File: src/rtl/vga_timing_pkg.sv
// Default 640x480@60 VGA timing constants, derived sync windows and fixed colours.
package vga_timing_pkg;

  localparam int CLK_DIV_DEF = 4;
  localparam int H_VIS_DEF   = 640;
  localparam int H_FP_DEF    = 16;
  localparam int H_SYNC_DEF  = 96;
  localparam int H_BP_DEF    = 48;
  localparam int V_VIS_DEF   = 480;
  localparam int V_FP_DEF    = 10;
  localparam int V_SYNC_DEF  = 2;
  localparam int V_BP_DEF    = 33;

  localparam int H_TOT    = H_VIS_DEF + H_FP_DEF + H_SYNC_DEF + H_BP_DEF;
  localparam int V_TOT    = V_VIS_DEF + V_FP_DEF + V_SYNC_DEF + V_BP_DEF;
  localparam int HS_START = H_VIS_DEF + H_FP_DEF;
  localparam int HS_END   = HS_START + H_SYNC_DEF - 1;
  localparam int VS_START = V_VIS_DEF + V_FP_DEF;
  localparam int VS_END   = VS_START + V_SYNC_DEF - 1;

  localparam logic [7:0] BORDER_COLOUR = 8'b00111000;
  localparam logic [7:0] BLANK_COLOUR  = 8'h00;

  // Inclusive window test on a 10-bit counter.
  function automatic logic in_span(input logic [9:0] v, input int lo, input int hi);
    return (int'(v) >= lo) && (int'(v) <= hi);
  endfunction

endpackage

File: src/rtl/vga_pixel_divider.sv
// Pixel-rate divider: div counts 0..CLK_DIV-1; tick is high on the last system clock of each pixel.
module vga_pixel_divider #(
  parameter int CLK_DIV = 4
) (
  input  logic CLK,
  input  logic RESET,
  output logic tick
);

  localparam int DW = (CLK_DIV > 2) ? $clog2(CLK_DIV) : 1;

  logic [DW-1:0] div;

  assign tick = (div == DW'(CLK_DIV - 1));

  always_ff @(posedge CLK) begin
    if (!RESET) begin
      div <= '0;
    end else if (tick) begin
      div <= '0;
    end else begin
      div <= div + 1'b1;
    end
  end

endmodule

File: src/rtl/vga_interface.sv
// VGA timing generator and pin driver; COLOUR_OUT/HS/VS registered together one pixel after the address.
// Define VGA_BORDER_EN to paint a one-pixel border around the visible area.
module vga_interface
  import vga_timing_pkg::*;
#(
  parameter int CLK_DIV = CLK_DIV_DEF,
  parameter int H_VIS   = H_VIS_DEF,
  parameter int H_FP    = H_FP_DEF,
  parameter int H_SYNC  = H_SYNC_DEF,
  parameter int H_BP    = H_BP_DEF,
  parameter int V_VIS   = V_VIS_DEF,
  parameter int V_FP    = V_FP_DEF,
  parameter int V_SYNC  = V_SYNC_DEF,
  parameter int V_BP    = V_BP_DEF
) (
  input  logic       CLK,
  input  logic       RESET,
  input  logic [7:0] COLOUR_IN,
  output logic [9:0] ADDRH,
  output logic [8:0] ADDRV,
  output logic [7:0] COLOUR_OUT,
  output logic       HS,
  output logic       VS,
  output logic       FRAME_START
);

  localparam int H_TOTAL  = H_VIS + H_FP + H_SYNC + H_BP;
  localparam int V_TOTAL  = V_VIS + V_FP + V_SYNC + V_BP;
  localparam int HS_FIRST = H_VIS + H_FP;
  localparam int HS_LAST  = HS_FIRST + H_SYNC - 1;
  localparam int VS_FIRST = V_VIS + V_FP;
  localparam int VS_LAST  = VS_FIRST + V_SYNC - 1;

  logic       tick;
  logic [9:0] hcnt;
  logic [9:0] vcnt;
  logic       h_last;
  logic       v_last;
  logic       visible;
  logic       hs_on;
  logic       vs_on;
  logic [7:0] pix_colour;

  vga_pixel_divider #(.CLK_DIV(CLK_DIV)) u_div (
    .CLK   (CLK),
    .RESET (RESET),
    .tick  (tick)
  );

`ifdef VGA_BORDER_EN
  logic on_border;
  assign on_border = (hcnt == 10'd0) || (hcnt == 10'(H_VIS - 1)) ||
                     (vcnt == 10'd0) || (vcnt == 10'(V_VIS - 1));
`endif

  always_comb begin
    h_last     = (hcnt == 10'(H_TOTAL - 1));
    v_last     = (vcnt == 10'(V_TOTAL - 1));
    visible    = (hcnt < 10'(H_VIS)) && (vcnt < 10'(V_VIS));
    hs_on      = in_span(hcnt, HS_FIRST, HS_LAST);
    vs_on      = in_span(vcnt, VS_FIRST, VS_LAST);
    pix_colour = BLANK_COLOUR;
    if (visible) begin
      pix_colour = COLOUR_IN;
`ifdef VGA_BORDER_EN
      if (on_border) begin
        pix_colour = BORDER_COLOUR;
      end
`endif
    end
  end

  // Addresses follow the counters, so they move on the CLK after tick and COLOUR_IN
  // has the remaining CLK_DIV-1 cycles of the pixel to settle before it is sampled.
  assign ADDRH = visible ? hcnt : 10'd0;
  assign ADDRV = visible ? vcnt[8:0] : 9'd0;

  always_ff @(posedge CLK) begin
    if (!RESET) begin
      hcnt        <= 10'd0;
      vcnt        <= 10'd0;
      COLOUR_OUT  <= BLANK_COLOUR;
      HS          <= 1'b1;
      VS          <= 1'b1;
      FRAME_START <= 1'b0;
    end else begin
      FRAME_START <= tick && h_last && v_last;
      if (tick) begin
        hcnt <= h_last ? 10'd0 : hcnt + 10'd1;
        if (h_last) begin
          vcnt <= v_last ? 10'd0 : vcnt + 10'd1;
        end
        // Output stage sees the pre-increment counters, keeping colour and syncs aligned.
        COLOUR_OUT <= pix_colour;
        HS         <= !hs_on;
        VS         <= !vs_on;
      end
    end
  end

endmodule
File: config.mk
export PLATFORM = sky130hd
export DESIGN_NAME = vga_interface
export DESIGN_NICKNAME = d
export VERILOG_FILES = /design/src/rtl/vga_timing_pkg.sv /design/src/rtl/vga_pixel_divider.sv /design/src/rtl/vga_interface.sv
export SDC_FILE = /design/constraint.sdc
export NUM_CORES = 1
export LEC_CHECK = 0
export CAP_MARGIN = 20
export CORE_UTILIZATION = 46
export DETAILED_ROUTE_END_ITERATION = 12
export PLACE_DENSITY = 0.8
export SLEW_MARGIN = 20
export SYNTH_ARGS = -nofsm -noshare
export SYNTH_HDL_FRONTEND = slang
export SYNTH_HIERARCHICAL = 1
export SYNTH_SLANG_ARGS = --single-unit
File: constraint.sdc
create_clock -name CLK -period 3 [get_ports CLK]
set_input_delay 0.6 -clock CLK [delete_from_list [all_inputs] [get_ports CLK]]
set_output_delay 0.6 -clock CLK [all_outputs]
set_load 0.005 [all_outputs]
After elaboration in Yosys (flattened, before gate mapping)
Cells that the tools add are included.

operators by class
  add/subtract/negate cells = 3
  order comparisons = 6
  equal/unequal tests = 3
  muxes and demuxes = 5
  bitwise gates (word level) = 1
  reductions and logical operators = 9

operators with widths
  kind                                                                 number
  two-way mux 10 bit                                                   3
  adder 10 x 1 -> 10 bit (second input constant)                       2
  equality test 10 bit (second input constant)                         2
  greater-or-equal comparator 10 bit (second input constant)           1
  greater-or-equal comparator 10 x 9 -> 1 bit (second input constant)  1
  <= comparator 10 bit (second input constant)                         1
  <= comparator 10 x 9 -> 1 bit (second input constant)                1
  < comparator 10 bit (second input constant)                          1
  < comparator 10 x 9 -> 1 bit (second input constant)                 1
  two-way mux 9 bit                                                    1
  two-way mux 8 bit                                                    1
  logical AND 1 bit                                                    5
  adder 2 x 1 -> 2 bit (second input constant)                         1
  equality test 2 bit (second input constant)                          1
  zero test 1 bit                                                      2
  AND reduction 2 bit                                                  1
  OR reduction 2 bit                                                   1
  NOT 1 bit                                                            1

word-level totals
  register bits after elaboration = 33
  bits of input ports = 10
  output and inout bits = 30
  word-level logic and storage cells = 34

Depth between registers and ports, before layout
Gate-level depths: netlist (run 1).

  depth after elaboration = 3
  depth in mapped cells = 7
  mapped depth without buffers = 6

Hierarchy
Netlist (run 1), hierarchy kept.

modules (own cells, without submodules)
  module             times used  cells each  area an instance (um^2)  seq. area each (um^2)
  vga_interface      1           190         1,621.6                  620.6
  vga_pixel_divider  1           5           73.8                     40.0

Worst setup path after synthesis (run 1)
OpenSTA, ideal clock, no wires.

  path kind = reg2out
  start point = reg vcnt[5]
  end point = out ADDRH[5]
  arrival = 1.368 ns
  data required time = 2.400 ns
  slack = 1.032 ns
  stages on the path, launching flop included = 7
  path buffers = 3
  cell sequence = dfxtp_1 > clkbuf_1 > and4_1 > clkbuf_1 > nor3_2 > clkbuf_1 > and2_2

between the ends
  longest elaborated chain between the ends = 3

ends and longest elaborated chain
  item                          RTL line             text
  start, declared               vga_interface.sv:36  logic [9:0] vcnt;
  start signal, assigned        vga_interface.sv:91  vcnt <= v_last ? 10'd0 : vcnt + 10'd1;
  < comparator 10 x 9 -> 1 bit  vga_interface.sv:59  visible = (hcnt < 10'(H_VIS)) && (vcnt < 10'(V_VIS));
  logical AND 1 bit             vga_interface.sv:59
  two-way mux 10 bit            vga_interface.sv:75  assign ADDRH = visible ? hcnt : 10'd0;
  end, declared                 vga_interface.sv:19  output logic [9:0] ADDRH,

No other way between the ends.

Final worst setup path (run 1)
  start point = reg vcnt[6]
  end point = out ADDRH[7]

Same word-level chain as after synthesis.

==> qor.yml, run 1 <==
yosysMostFrequentCell: "dfxtp_1"
power_density_mw_per_mm2: 375.3
drv_cap: 0
fill_cells: 294
dr.pass1.iters: 4
drv_slew: 0
grt_overflow: 0
synth_edf_count: 0
start_util: 0.4925
holdCritPathClass: "reg2reg"
grt_max_degree: 29
clk_latency_ns: 0.28
post-cts-setup-buffers: 0
cp.arrival_ns: 2.01
syn_avg_cell_area_um2: 8.694
layout.cells.non_filler: 275
worstMarginPinSlew_ns: 0.4474
synthCells: 195
cts_tree: "done"
yosys-top-cells-count: "dfxtp_1 (33), a21oi_1 (15), and2_1 (14)"
die-area_mm2: 0.003933
vdd_ir_drop_max_mv: 0.2452
final_hold_viol_count: 0
syn_area_mm2: 0.001695
seq_area_frac_synth: 0.3897
fin_crit_ns: 2.614
die_x_um: 62.71
synth_seq_cells: 33
yosysTopAreaCellShare: 0.3897
grt_pass1_wl_um: 6196
cts.sinks: 33
pin_count: 40
first_iter_violations: 76
synth_ff_type: "dfxtp_1"
root_buffer: "clkbuf_8"
vias: 1488
dp_hpwl_um: 2557
antenna_found_initial: 0
ys_warn_count: 6
drc: 0
final_nets: 245
fmax_ghz: 0.3825
end_kind: "primary output"
ys_types: 42
insertedDiodeCount: 0
rows: 21
critPathKind: "reg2out"
required_ns: 2.40
yosysTopAreaCell: "dfxtp_1"
vias_per_cell: 5.411
grt_pass1_vias: 1347
cts.hold.buffers_added: 0
grt_use_total: 0.2039
cp-start-kind: "flop"
dp_cells: 269
wl_per_cell_um: 13.28
status: "finished, final reports clean"
wirelength_um: 3653
htreeDepth: 2
report.final.setup_viol: 0
skew_ns: 0.005856
final_layout_size_suffix_gt1_frac: 0.08297
globalplace.congestion: 0.8663
io_buffers: 39
setup_tns_ns: 0
leakagePower_nw: 0.7312
grt_setup_unrepaired: "no"
synthArstFlopShare: 0
max-clock-path-buffers: 2
cts_buffers: 5
die_y_um: 62.71
area_growth_pct: 27.16
period_share: 0.8715
coreArea_mm2: 0.003442
maxSlewHeadroom: 0.7017
ys_top_cells_by_area: "dfxtp_1 (39%), and2_1 (5.2%), a21oi_1 (4.4%)"
rrSetupSlack_ns: 1.11
cts.clk_slew.worst_paths_ns: 0.06
ant_nets: 0
path_max_fanout: 23
cts_resized: 0
syn_nets: 210
==> cell type report <==
type / instances / area, µm² / share of cell area
tap: 46 / 57.56 / 0.02670
inverter: 6 / 22.52 / 0.01045
timing repair buffer: 41 / 405.4 / 0.1880
clock inverter: 1 / 5.005 / 0.002322
sequential: 33 / 660.6 / 0.3064
multi-input combinational: 143 / 935.9 / 0.4341
clock buffer: 5 / 68.82 / 0.03192
==> critical path, stage by stage (launching register included) <==
cell and delay [ns]:
dfxtp_1 0.37, and4_1 0.28, nor3_2 0.17, buf_4 0.25, and2_1 0.17, clkdlybuf4s50_1 0.50
==> cells by family (layout without fill, tap and decap cells) <==
family / after synthesis / in the layout / synth area share
DFF: 33 / 33 / 0.3897
buffers and inverters: 19 / 53 / 0.05830
muxes: 1 / 1 / 0.005904
xor gates and xnor gates: 11 / 11 / 0.05683
and+or+nand+nor: 99 / 99 / 0.3616
AOI/OAI and AO/OA: 27 / 27 / 0.09078
adders and majority gates: 5 / 5 / 0.03690
==> worst paths after layout <==
check                             startpoint  depth (start not counted)      endpoint
worst max register to register       hcnt[5]                          4       vcnt[9]
worst min-delay path            u_div/div[0]                          1  u_div/div[0]
worst min register to register  u_div/div[0]                          1  u_div/div[0]
worst max-delay path                 vcnt[6]                          5      ADDRH[7]
==> flip-flops by register name, indices dropped and copies added (netlist names) <==
| register | flops |
|---|---|
| FRAME_START | 1 |
| u_div/div | 2 |
| VS | 1 |
| vcnt | 10 |
| hcnt | 10 |
| HS | 1 |
| COLOUR_OUT | 8 |
==> metrics by stage <==
| stage | hold slack (ns) | instance area, µm² | utilization | worst slack [ns] | power, mW |
|---|---|---|---|---|---|
| final | 0.4380 | 2156 | 0.6263 | 0.3856 | 0.8092 |
| after global routing | 0.4562 | 2156 | 0.6263 | 0.2687 | 0.8445 |
| after CTS | 0.4443 | 2156 | 0.6263 | 0.3796 | 0.8175 |
| after detailed placement | 0.4345 | 2082 | 0.6049 | 0.6938 | 0.5202 |
| after global placement | 0.4319 | 2082 | 0.6049 | 0.7160 | 0.5191 |
| after floorplan | 0.4191 | 1695 | - | 1.032 | 0.4909 |
==> power breakdown <==
group	total (mW)	internal [mW]	switching (mW)
clock network	0.299	0.152	0.147
logic	0.0572	0.0317	0.0255
registers	0.453	0.447	0.00531
total	0.809	0.631	0.178
==> routing by layer <==
layer | GRT usage | vias up | part of all wire | wire (µm)
li1 | - | 758 | - | -
met1 | 0.2398 | 684 | 0.44 | 1597
met2 | 0.3329 | 42 | 0.49 | 1803
met3 | 0.06934 | 4 | 0.061 | 222
met4 | 0.09302 | 0 | 0.0082 | 30
met5 | 0 | - | 0 | 0
==> placed cells by master, fill, tap and decap left out, types with 2 or more instances in the layout <==
cell type / instances
or4_1: 2
and2_1: 14
nor4bb_1: 2
clkbuf_8: 5
ha_1: 5
and4_1: 2
a21oi_1: 15
or3_1: 5
nor3_1: 5
nand4b_1: 2
nand2b_1: 8
clkdlybuf4s50_1: 39
o21ai_0: 6
inv_1: 6
nand3_1: 13
xnor2_1: 5
and3_2: 2
nor2_1: 13
nand2_1: 9
xor2_1: 6
dfxtp_1: 33
nand4_1: 8
o31ai_1: 2
buf_4: 2
nor4_1: 4
No activity file was read; power rests on OpenSTA's default activity.
==> inputs of run 2 (changes only) <==
--- a/config.mk
+++ b/config.mk
@@ -9,6 +9,7 @@
 export CORE_UTILIZATION = 46
 export DETAILED_ROUTE_END_ITERATION = 12
 export PLACE_DENSITY = 0.8
+export REMOVE_ABC_BUFFERS = 1
 export SLEW_MARGIN = 20
 export SYNTH_ARGS = -nofsm -noshare
 export SYNTH_HDL_FRONTEND = slang
==> qor.yml, run 2 (synthesis gave the netlist of run 1 again) <==
status: "finished, final reports clean"
grt_pass1_wl_um: 6389
grt_overflow: 0
dr.pass1.iters: 4
antenna_found_initial: 0
period_share: 0.8704
final_cell_mix: "clkdlybuf4s50_1 (39), dfxtp_1 (33), a21oi_1 (15)"
critPathKind: "reg2out"
rows: 21
power_density_mw_per_mm2: 452.7
wl_per_cell_um: 13.17
start_util: 0.4925
layout.cells.non_filler: 278
max-clock-path-buffers: 2
dp_cells: 270
pin_count: 40
drc: 0
post-cts-setup-buffers: 0
final_layout_size_suffix_gt1_frac: 0.09483
leakagePower_nw: 0.7636
cts.hold.buffers_added: 0
worstMarginPinSlew_ns: 0.4270
cts_tree: "done"
clk_latency_ns: 0.28
die-area_mm2: 0.003933
cts_buffers: 5
fin_crit_ns: 2.611
die_y_um: 62.71
root_buffer: "clkbuf_8"
cts_resized: 0
vias: 1477
grt.busiest_layer: "met2"
placedInstanceArea_mm2: 0.002090
ant_nets: 0
cts.clk_slew.worst_paths_ns: 0.07
final_cell_area_mm2: 0.002223
maxSlewHeadroom: 0.7149
final_common_cell: "clkdlybuf4s50_1"
skew_ns: 0.004666
final_util: 0.6459
drv_slew: 0
report.final.setup_viol: 0
fill_cells: 300
path_max_fanout: 9
setup_tns_ns: 0
grt_setup_unrepaired: "no"
required_ns: 2.40
wirelength_um: 3660
final_nets: 246
area_growth_pct: 31.14
reg_top3: "hcnt x10, vcnt x10, COLOUR_OUT x8"
end_kind: "primary output"
grt_use_total: 0.2041
grt_pass1_vias: 1385
holdCritPathClass: "reg2reg"
globalplace.congestion: 0.8341
use_met3: 0.05839
cp.arrival_ns: 2.01
drv_cap: 0
first_iter_violations: 107
vdd_ir_drop_max_mv: 0.2498
fmax_ghz: 0.3830
htreeDepth: 2
vias_per_cell: 5.313
cp-start-kind: "flop"
final_hold_viol_count: 0
insertedDiodeCount: 0
cts.sinks: 33
met2_usage: 0.3274
die_x_um: 62.71
grt_max_degree: 29
io_buffers: 39
met1_usage: 0.2672
dp_hpwl_um: 2557
coreArea_mm2: 0.003442
## run 2: cell types whose count changed in the layout (fill, tap and decap cells not counted), sizes merged
cell	delta
buf	+1
bufinv	+2
## run 2: routing by layer
metal  part of all wire  wire [µm]
met1               0.49       1779
met2               0.47       1716
met3              0.043        156
met4             0.0022          8
met5                  0          0
## run 2: worst paths after layout
path           startpoint            to  slack, ns  cells after the start
max               vcnt[5]      ADDRH[5]       0.39                      5
min          u_div/div[0]  u_div/div[0]       0.45                      1
max reg2reg       hcnt[5]       vcnt[9]       1.09                      4
min reg2reg  u_div/div[0]  u_div/div[0]       0.45                      1
## run 2: where the power goes
part | total (mW) | leakage, nW | internal [mW] | switching, mW
clock network | 0.498 | 0.0681 | 0.330 | 0.168
logic | 0.0567 | 0.429 | 0.0318 | 0.0248
registers | 0.452 | 0.267 | 0.447 | 0.00529
## run 2: stage by stage
step	setup slack, ns	power [mW]	hold slack [ns]
2_1_floorplan	0.7824	0.4879	0.4191
3_3_place_gp	0.7141	0.5186	0.4351
3_5_place_dp	0.7109	0.5191	0.4408
4_1_cts	0.3909	1.011	0.4562
5_1_grt	0.2608	1.045	0.4764
6_report	0.3889	1.006	0.4523
## run 2: layout make-up
cell class / count / area (µm²) / share of cell area
clock inverter: 3 / 65.06 / 0.02926
timing repair buffer: 42 / 412.9 / 0.1857
multi-input combinational: 143 / 935.9 / 0.4209
tap: 46 / 57.56 / 0.02589
sequential: 33 / 660.6 / 0.2971
clock buffer: 5 / 68.82 / 0.03095
inverter: 6 / 22.52 / 0.01013
## run 2: critical path, cell delays in order (launching register included)
cell and delay (ns):
dfxtp_1 0.47, and4_1 0.38, nor3_2 0.09, buf_4 0.17, and2_2 0.18, clkdlybuf4s50_1 0.44
==> inputs of run 3 (changes only) <==
--- a/config.mk
+++ b/config.mk
@@ -15,3 +15,4 @@
 export SYNTH_HDL_FRONTEND = slang
 export SYNTH_HIERARCHICAL = 1
 export SYNTH_SLANG_ARGS = --single-unit
+export TNS_END_PERCENT = 20
==> results of run 3 <==
No change in the layout: final DEF, timing and power equal those of run 2.
